--- config.mk ---
export PLATFORM = sky130hd
export DESIGN_NAME = instruction_fetch
export DESIGN_NICKNAME = d
export VERILOG_FILES = /design/src/rtl/instruction_fetch_pkg.sv /design/src/rtl/instruction_fetch_pc.sv /design/src/rtl/instruction_fetch.sv
export SDC_FILE = /design/constraint.sdc
export NUM_CORES = 1
export LEC_CHECK = 0
export BUFFER_PORTS_ARGS = -buffer_cell sky130_fd_sc_hd__buf_4
export CORE_MARGIN = 1
export CORE_UTILIZATION = 40
export DETAILED_ROUTE_END_ITERATION = 10
export MAX_ROUTING_LAYER = met4
export PLACE_DENSITY = 0.66
export SETUP_SLACK_MARGIN = 0.2
export SYNTH_ARGS = -nofsm -noshare
export SYNTH_HDL_FRONTEND = slang
export SYNTH_SLANG_ARGS = --single-unit
--- constraint.sdc ---
create_clock -name Clock -period 5.75 [get_ports Clock]
set_input_delay 1.15 -clock Clock [delete_from_list [all_inputs] [get_ports Clock]]
set_output_delay 1.15 -clock Clock [all_outputs]
set_load 0.02 [all_outputs]
--- src/rtl/instruction_fetch_pkg.sv ---
// instruction_fetch_pkg: shared instruction-word layout, opcodes and register codes.
package instruction_fetch_pkg;
  localparam int OPC_MSB = 27;
  localparam int OPC_LSB = 24;
  localparam int OPND_W = 24;
  localparam int TGT_MSB = 23;
  localparam int TGT_LSB = 16;
  localparam int REDIR_W = TGT_MSB - TGT_LSB + 1;
  localparam int FETCH_CNT_W = 16;
  typedef enum logic [3:0] {
    OP_NOP = 4'd0,
    OP_STO = 4'd1,
    OP_ADD = 4'd2,
    OP_BLE = 4'd3,
    OP_JMP = 4'd4,
    OP_LED = 4'd5
  } opcode_e;
  localparam logic [7:0] REG_R0 = 8'd0;
  localparam logic [7:0] REG_R1 = 8'd1;
  localparam logic [7:0] REG_R2 = 8'd2;
  localparam logic [7:0] REG_R3 = 8'd3;
  function automatic opcode_e get_opcode(input logic [OPC_MSB:0] insn);
    return opcode_e'(insn[OPC_MSB:OPC_LSB]);
  endfunction
endpackage

--- src/rtl/instruction_fetch_pc.sv ---
// fetch_pc: program counter with load, increment and hold; wraps silently.
module fetch_pc #(
  parameter int ADDR_W = 16,
  parameter logic [ADDR_W-1:0] RESET_PC = '0
) (
  input  logic              clk,
  input  logic              rst,
  input  logic              load_i,
  input  logic              inc_i,
  input  logic [ADDR_W-1:0] load_val_i,
  output logic [ADDR_W-1:0] pc_o
);
  logic [ADDR_W-1:0] pc_q, pc_d;
  always_comb pc_d = load_i ? load_val_i : inc_i ? pc_q + ADDR_W'(1) : pc_q;
  always_ff @(posedge clk) begin
    if (rst) pc_q <= RESET_PC;
    else pc_q <= pc_d;
  end
  assign pc_o = pc_q;
endmodule

--- src/rtl/instruction_fetch.sv ---
// instruction_fetch: PC + instruction register stage with stall, redirect squash
// and a saturating count of instructions accepted by decode.
module instruction_fetch
  import instruction_fetch_pkg::*;
#(
  parameter int ADDR_W = 16,
  parameter logic [ADDR_W-1:0] RESET_PC = 16'd0,
  parameter int INSN_W = 28
) (
  input  logic                   Clock,
  input  logic                   Reset,
  output logic [ADDR_W-1:0]      oAddress,
  input  logic [INSN_W-1:0]      iInstruction,
  output logic [INSN_W-1:0]      oInstruction,
  output logic [ADDR_W-1:0]      oInstrPC,
  output logic                   oValid,
  input  logic                   iReady,
  input  logic                   iRedirect,
  input  logic [REDIR_W-1:0]     iRedirectTarget,
  output logic [FETCH_CNT_W-1:0] oFetchCount
);
  typedef enum logic [1:0] {BUBBLE, RUN, FLUSH} state_e;
  state_e state_q, state_d;
  logic [INSN_W-1:0] ir_q, ir_d;
  logic [ADDR_W-1:0] ipc_q, ipc_d;
  logic [FETCH_CNT_W-1:0] cnt_q, cnt_d;
  logic xfer, load_slot, pc_inc;
  fetch_pc #(.ADDR_W(ADDR_W), .RESET_PC(RESET_PC)) u_pc (
    .clk       (Clock),
    .rst       (Reset),
    .load_i    (iRedirect),
    .inc_i     (pc_inc),
    .load_val_i(ADDR_W'(iRedirectTarget)),
    .pc_o      (oAddress)
  );
  always_ff @(posedge Clock) begin
    if (Reset) begin
      state_q <= BUBBLE;
      ir_q    <= '0;
      ipc_q   <= '0;
      cnt_q   <= '0;
    end else begin
      state_q <= state_d;
      ir_q    <= ir_d;
      ipc_q   <= ipc_d;
      cnt_q   <= cnt_d;
    end
  end
  // a redirect squashes the slot even when it coincides with a transfer
  always_comb state_d = iRedirect ? FLUSH : load_slot ? RUN : state_q;
  always_comb begin
    oValid    = state_q == RUN;
    xfer      = oValid & iReady;
    load_slot = xfer | ~oValid;
    pc_inc    = load_slot & ~iRedirect;
  end
  always_comb begin
    ir_d  = pc_inc ? iInstruction : ir_q;
    ipc_d = pc_inc ? oAddress : ipc_q;
    cnt_d = (xfer && cnt_q != '1) ? cnt_q + FETCH_CNT_W'(1) : cnt_q;
  end
  assign oInstruction = ir_q;
  assign oInstrPC     = ipc_q;
  assign oFetchCount  = cnt_q;
endmodule

### Word-level counts from Yosys, hierarchy flattened

Index checks and enable logic that the tools add are counted.

| storage, ports and cells | value |
|---|---|
| output and inout bits | 77 |
| input bits | 40 |
| register bits | 78 |
| logic and storage cells | 24 |

| operators by class | value |
|---|---|
| reductions and logical operators | 4 |
| bitwise logic cells | 5 |
| add/sub/neg operators | 2 |
| mux-type cells | 4 |
| equal/unequal tests | 2 |

Operator list:

| cell | count |
|---|---|
| adder 16 x 1 -> 16 bit (second input constant) | 2 |
| 2-to-1 mux 8 bit | 2 |
| != test 16 bit (second input constant) | 1 |
| 2-to-1 mux 2 bit | 2 |
| nonzero test 2 bit | 2 |
| AND 1 bit | 2 |
| equality test 2 x 1 -> 1 bit (second input constant) | 1 |
| inverter 1 bit | 2 |
| OR reduction 2 bit | 1 |
| logical AND 1 bit | 1 |
| OR 1 bit | 1 |

### Depth between registers and ports, before layout

| logic depth | value |
|---|---|
| word-level depth | 6 |
| depth in mapped cells | 6 |
| mapped depth without buffers | 5 |

### Hierarchy

A second synthesis with hierarchy kept.

| unflattened totals | value |
|---|---|
| cells, all modules | 409 |
| area, all modules | 3364.5 sq um |

By module, submodules not included:

| module | cells each | sequential area each (sq um) | times used | area an instance (sq um) |
|---|---|---|---|---|
| instruction_fetch | 297 | 1241.2 | 1 | 2379.8 |
| fetch_pc | 112 | 320.3 | 1 | 984.7 |

### Worst setup path before layout

No wires, ideal clock.

| timing path | value |
|---|---|
| path kind | in2reg |
| start point | input iReady |
| end point | register cnt_q[13] (netlist: oFetchCount[13]) |
| path buffers | 1 |
| setup slack | 3.110 ns |
| library setup time | 0.116 ns |
| arrival time | 2.524 ns |
| cell stages on the path | 5 |
| data required time | 5.634 ns |
| cell sequence | nand3b_1 -> or4_1 -> clkbuf_2 -> or4b_1 -> o211a_1 |

| between the ends | value |
|---|---|
| longest elaborated chain between the ends | 2 |

Ends and longest elaborated chain:

| what | RTL line | RTL |
|---|---|---|
| start: declaration | instruction_fetch.sv:17 | `input logic iReady,` |
| AND 1 bit | instruction_fetch.sv:53 | `xfer = oValid & iReady;` |
| logical AND 1 bit | instruction_fetch.sv:60 | `cnt_d = (xfer && cnt_q != '1) ? cnt_q + FETCH_CNT_W'(1) : cnt_q;` |
| end signal: assignment | instruction_fetch.sv:46 | `cnt_q <= cnt_d;` |
| end: declaration | instruction_fetch.sv:26 | `logic [FETCH_CNT_W-1:0] cnt_q, cnt_d;` |

No other way between the ends.
A chain may end at the register's enable or synchronous reset.

### Worst setup path after layout

Same ends and word-level chain as after synthesis.

==> impl_metrics.py <==
metrics = {
    "logic_synthesis": {
        "yosysWarnings": 0,
        "yosysSeqAreaShare_pct": 49.2,
        "syn_nets": 434,
        "synth_seq_cells": 78,
        "synthTopCellsByArea": "dfxtp_1, nand2_1, a21oi_1",
        "yosysTopAreaCellShare_pct": 49.2,
        "synth_edf_count": 0,
        "synth_flop_cell": "dfxtp_1",
        "yosysMostFrequentCell": "nand2_1",
        "synthesis.area_um2": 3170,
        "syn-instance-count": 392,
        "synthArstFlopShare_pct": 0,
        "synth_top_cell_by_area": "dfxtp_1",
        "synthTopCellsByCount": "nand2_1, dfxtp_1, a21oi_1",
        "yosysUniqueCellTypes": 39,
        "syn_area_per_cell_um2": 8.10,
    },
    "final_layout": {
        "seqCellArea_um2": 1560,
        "post-route-util_pct": 56.2,
        "drive_gt1_share_pct": 27.2,
        "multi_input_area_um2": 1520,
        "final_nets": 542,
        "nFillCells": 770,
        "area_growth_pct": 36.1,
        "num_antenna_cells": 0,
    },
    "sta": {
        "period_minus_slack_ns": 2.53,
        "rsz0062_at_grt": "false",
        "timing.final.crit_share_pct": 43.9,
        "drv_slew": 0,
        "final.setup.tns_ns": 0,
        "fmax_mhz": 396,
        "setup_viol": 0,
        "relSlewSlack_pct": 35.2,
        "fin_skew_ns": 0.00839,
        "worst_pin_slew_ns": 0.970,
        "hold_violations": 0,
    },
    "floorplanning": {
        "pin_count": 117,
        "floorplan.initialDensity_pct": 41.3,
        "dieArea_um2": 8300,
        "core_area_um2": 7690,
        "die_width_um": 91.1,
        "die_y_um": 91.1,
        "num_rows": 32,
    },
    "pwr": {
        "switching_power_w": 0.000276,
        "seqPwrFrac_pct": 50.4,
        "p_sw_share_pct": 24.2,
        "pwr-share-comb_pct": 11.3,
        "vdd_ir_drop_max_mv": 0.118,
        "power_density_nw_per_um2": 264,
        "leakagePower_nw": 1.73,
        "p_int_w": 0.000866,
        "clkPwrFrac_pct": 38.3,
    },
    "grt": {
        "grt_usage_pct": 20.5,
        "grt_pass1_wl_um": 13400,
        "grt_max_degree": 70,
        "antenna_found_initial": 0,
        "grt_overflow_total": 0,
        "grt_pass1_vias": 2794,
    },
    "route": {
        "routed_wl_um": 8150,
        "drt-wirelength-per-cell_um": 13.5,
        "post_drt_via_cell_ratio": 5.18,
        "drc_errors": 0,
        "vias": 3135,
        "drtIter0Drc": 172,
        "dr.pass1.iters": 5,
        "ant_nets": 0,
    },
    "hold_path": {
        "min_from": "oInstrPC[2]$_SDFFE_PP0P_",
        "min_to": "oInstrPC[2]$_SDFFE_PP0P_",
        "worstHoldPathType": "reg -> reg",
        "holdPathStages": 2,
    },
    "place": {
        "place_congestion": 0.829,
        "port_buffers": 116,
        "place_hpwl_um": 5610,
    },
    "clock_tree": {
        "clock_latency_ns": 0.34,
        "clkTransAtPathRegs_ns": 0.07,
        "cts.hold.buffers_added": 0,
        "cts_buffers": 9,
        "cts_resized": 0,
        "cts_setup_buffers": 0,
        "cts_tree": "done",
        "cts_max_level": 3,
        "clockRootBuffer": "clkbuf_8",
        "cts_buffer_depth": 2,
        "numClockSinks": 78,
    },
    "run_status": {
        "status": "completed",
    },
    "setup_path": {
        "end_kind": "register",
        "r2r_start": "oFetchCount[0]$_SDFFE_PP0P_",
        "reg2regPathDepth": 5,
        "required_ns": 5.98,
        "critPathMaxFanout": 6,
        "worstReg2RegEnd": "oFetchCount[0]$_SDFFE_PP0P_",
        "cp-start-kind": "input pin",
        "worstPathArrival_ns": 2.76,
        "reg2reg_setup_slack_ns": 3.32,
        "worstSetupPathType": "in -> reg",
    },
    "job": {
        "drv_cap": 0,
    },
}
per-stage QoR:
stage | area, um2 | hold slack (ns) | total power, W | instances | worst slack, ns
floorplan | 3170 | 0.535 | 0.000654 | 392 | 3.11
detailed placement | 4110 | 0.447 | 0.000718 | 591 | 2.89
global placement | 4110 | 0.442 | 0.000717 | 591 | 2.93
CTS | 4320 | 0.458 | 0.00116 | 605 | 3.25
global route | 4320 | 0.476 | 0.00119 | 605 | 3.14
finish | 4320 | 0.455 | 0.00114 | 605 | 3.22
sequential cells by signal, summed over array words and instances, names as in the netlist:
| name | cells |
|---|---|
| oFetchCount | 16 |
| oInstrPC | 16 |
| oInstruction | 28 |
| state_q | 2 |
| u_pc.pc_o | 16 |
critical path, cell delays in order:
cell and delay (ns):
buf_4 0.10, nand3b_1 0.20, or4_1 0.67, or4b_1 0.50, o211a_1 0.13
worst max-delay path by stage:
stage	from	to	slack, ns
2_1_floorplan	iReady	oFetchCount[13]$_SDFFE_PP0P_	3.11
3_3_place_gp	iReady	oFetchCount[13]$_SDFFE_PP0P_	2.93
3_5_place_dp	iReady	oFetchCount[13]$_SDFFE_PP0P_	2.89
4_1_cts	iReady	oFetchCount[13]$_SDFFE_PP0P_	3.25
5_1_grt	iReady	oFetchCount[11]$_SDFFE_PP0P_	3.14
6_report	iReady	oFetchCount[13]$_SDFFE_PP0P_	3.22
metal layers:
layer	share of wire [%]	routed length, um	track usage, %
met4	1.5	122	6.75
met5	0	0	-
met1	47	3850	26.4
met2	46	3760	32.1
met3	5.0	411	4.52
kinds of logic after synthesis:
family,synth area share (%)
AOI/OAI and AO/OA,17.4
xor gates and xnor gates,1.93
adders and majority gates,0.788
buffers and inverters,3.15
DFF,49.2
muxes,1.02
and+or+nand+nor,26.5
final cells by class:
cell class,instances,area share (%)
Clock inverter,4,1.68
Clock buffer,10,3.19
Sequential cell,78,36.1
Tap cell,102,2.95
Inverter,6,0.521
Timing Repair Buffer,117,20.3
Multi-Input combinational cell,288,35.2
placed cells by master, fill, tap and decap left out, types with 2 or more instances in the layout:
| master | n |
|---|---|
| a211oi_1 | 8 |
| a21oi_1 | 61 |
| a311oi_1 | 3 |
| and3_1 | 3 |
| and4_1 | 2 |
| buf_4 | 117 |
| bufinv_16 | 2 |
| clkbuf_8 | 10 |
| dfxtp_1 | 78 |
| ha_1 | 2 |
| inv_1 | 5 |
| mux2_2 | 2 |
| nand2_1 | 107 |
| nand3_1 | 7 |
| nand4_1 | 11 |
| nor2_1 | 15 |
| nor2b_1 | 3 |
| nor3_1 | 5 |
| nor4b_1 | 2 |
| o21ai_0 | 12 |
| o31ai_1 | 5 |
| or3_1 | 9 |
| or4_1 | 10 |
| xnor2_1 | 5 |
| xor2_1 | 2 |
power groups by stage:
stage                     sequential (W)  clock [W]  combinational [W]
after floorplan                 0.000607          0          0.0000471
after global placement          0.000587          0           0.000130
after detailed placement        0.000588          0           0.000131
after CTS                       0.000575   0.000451           0.000131
after global routing            0.000578   0.000475           0.000141
final                           0.000575   0.000438           0.000129
No activity file was read; power rests on OpenSTA's default activity.
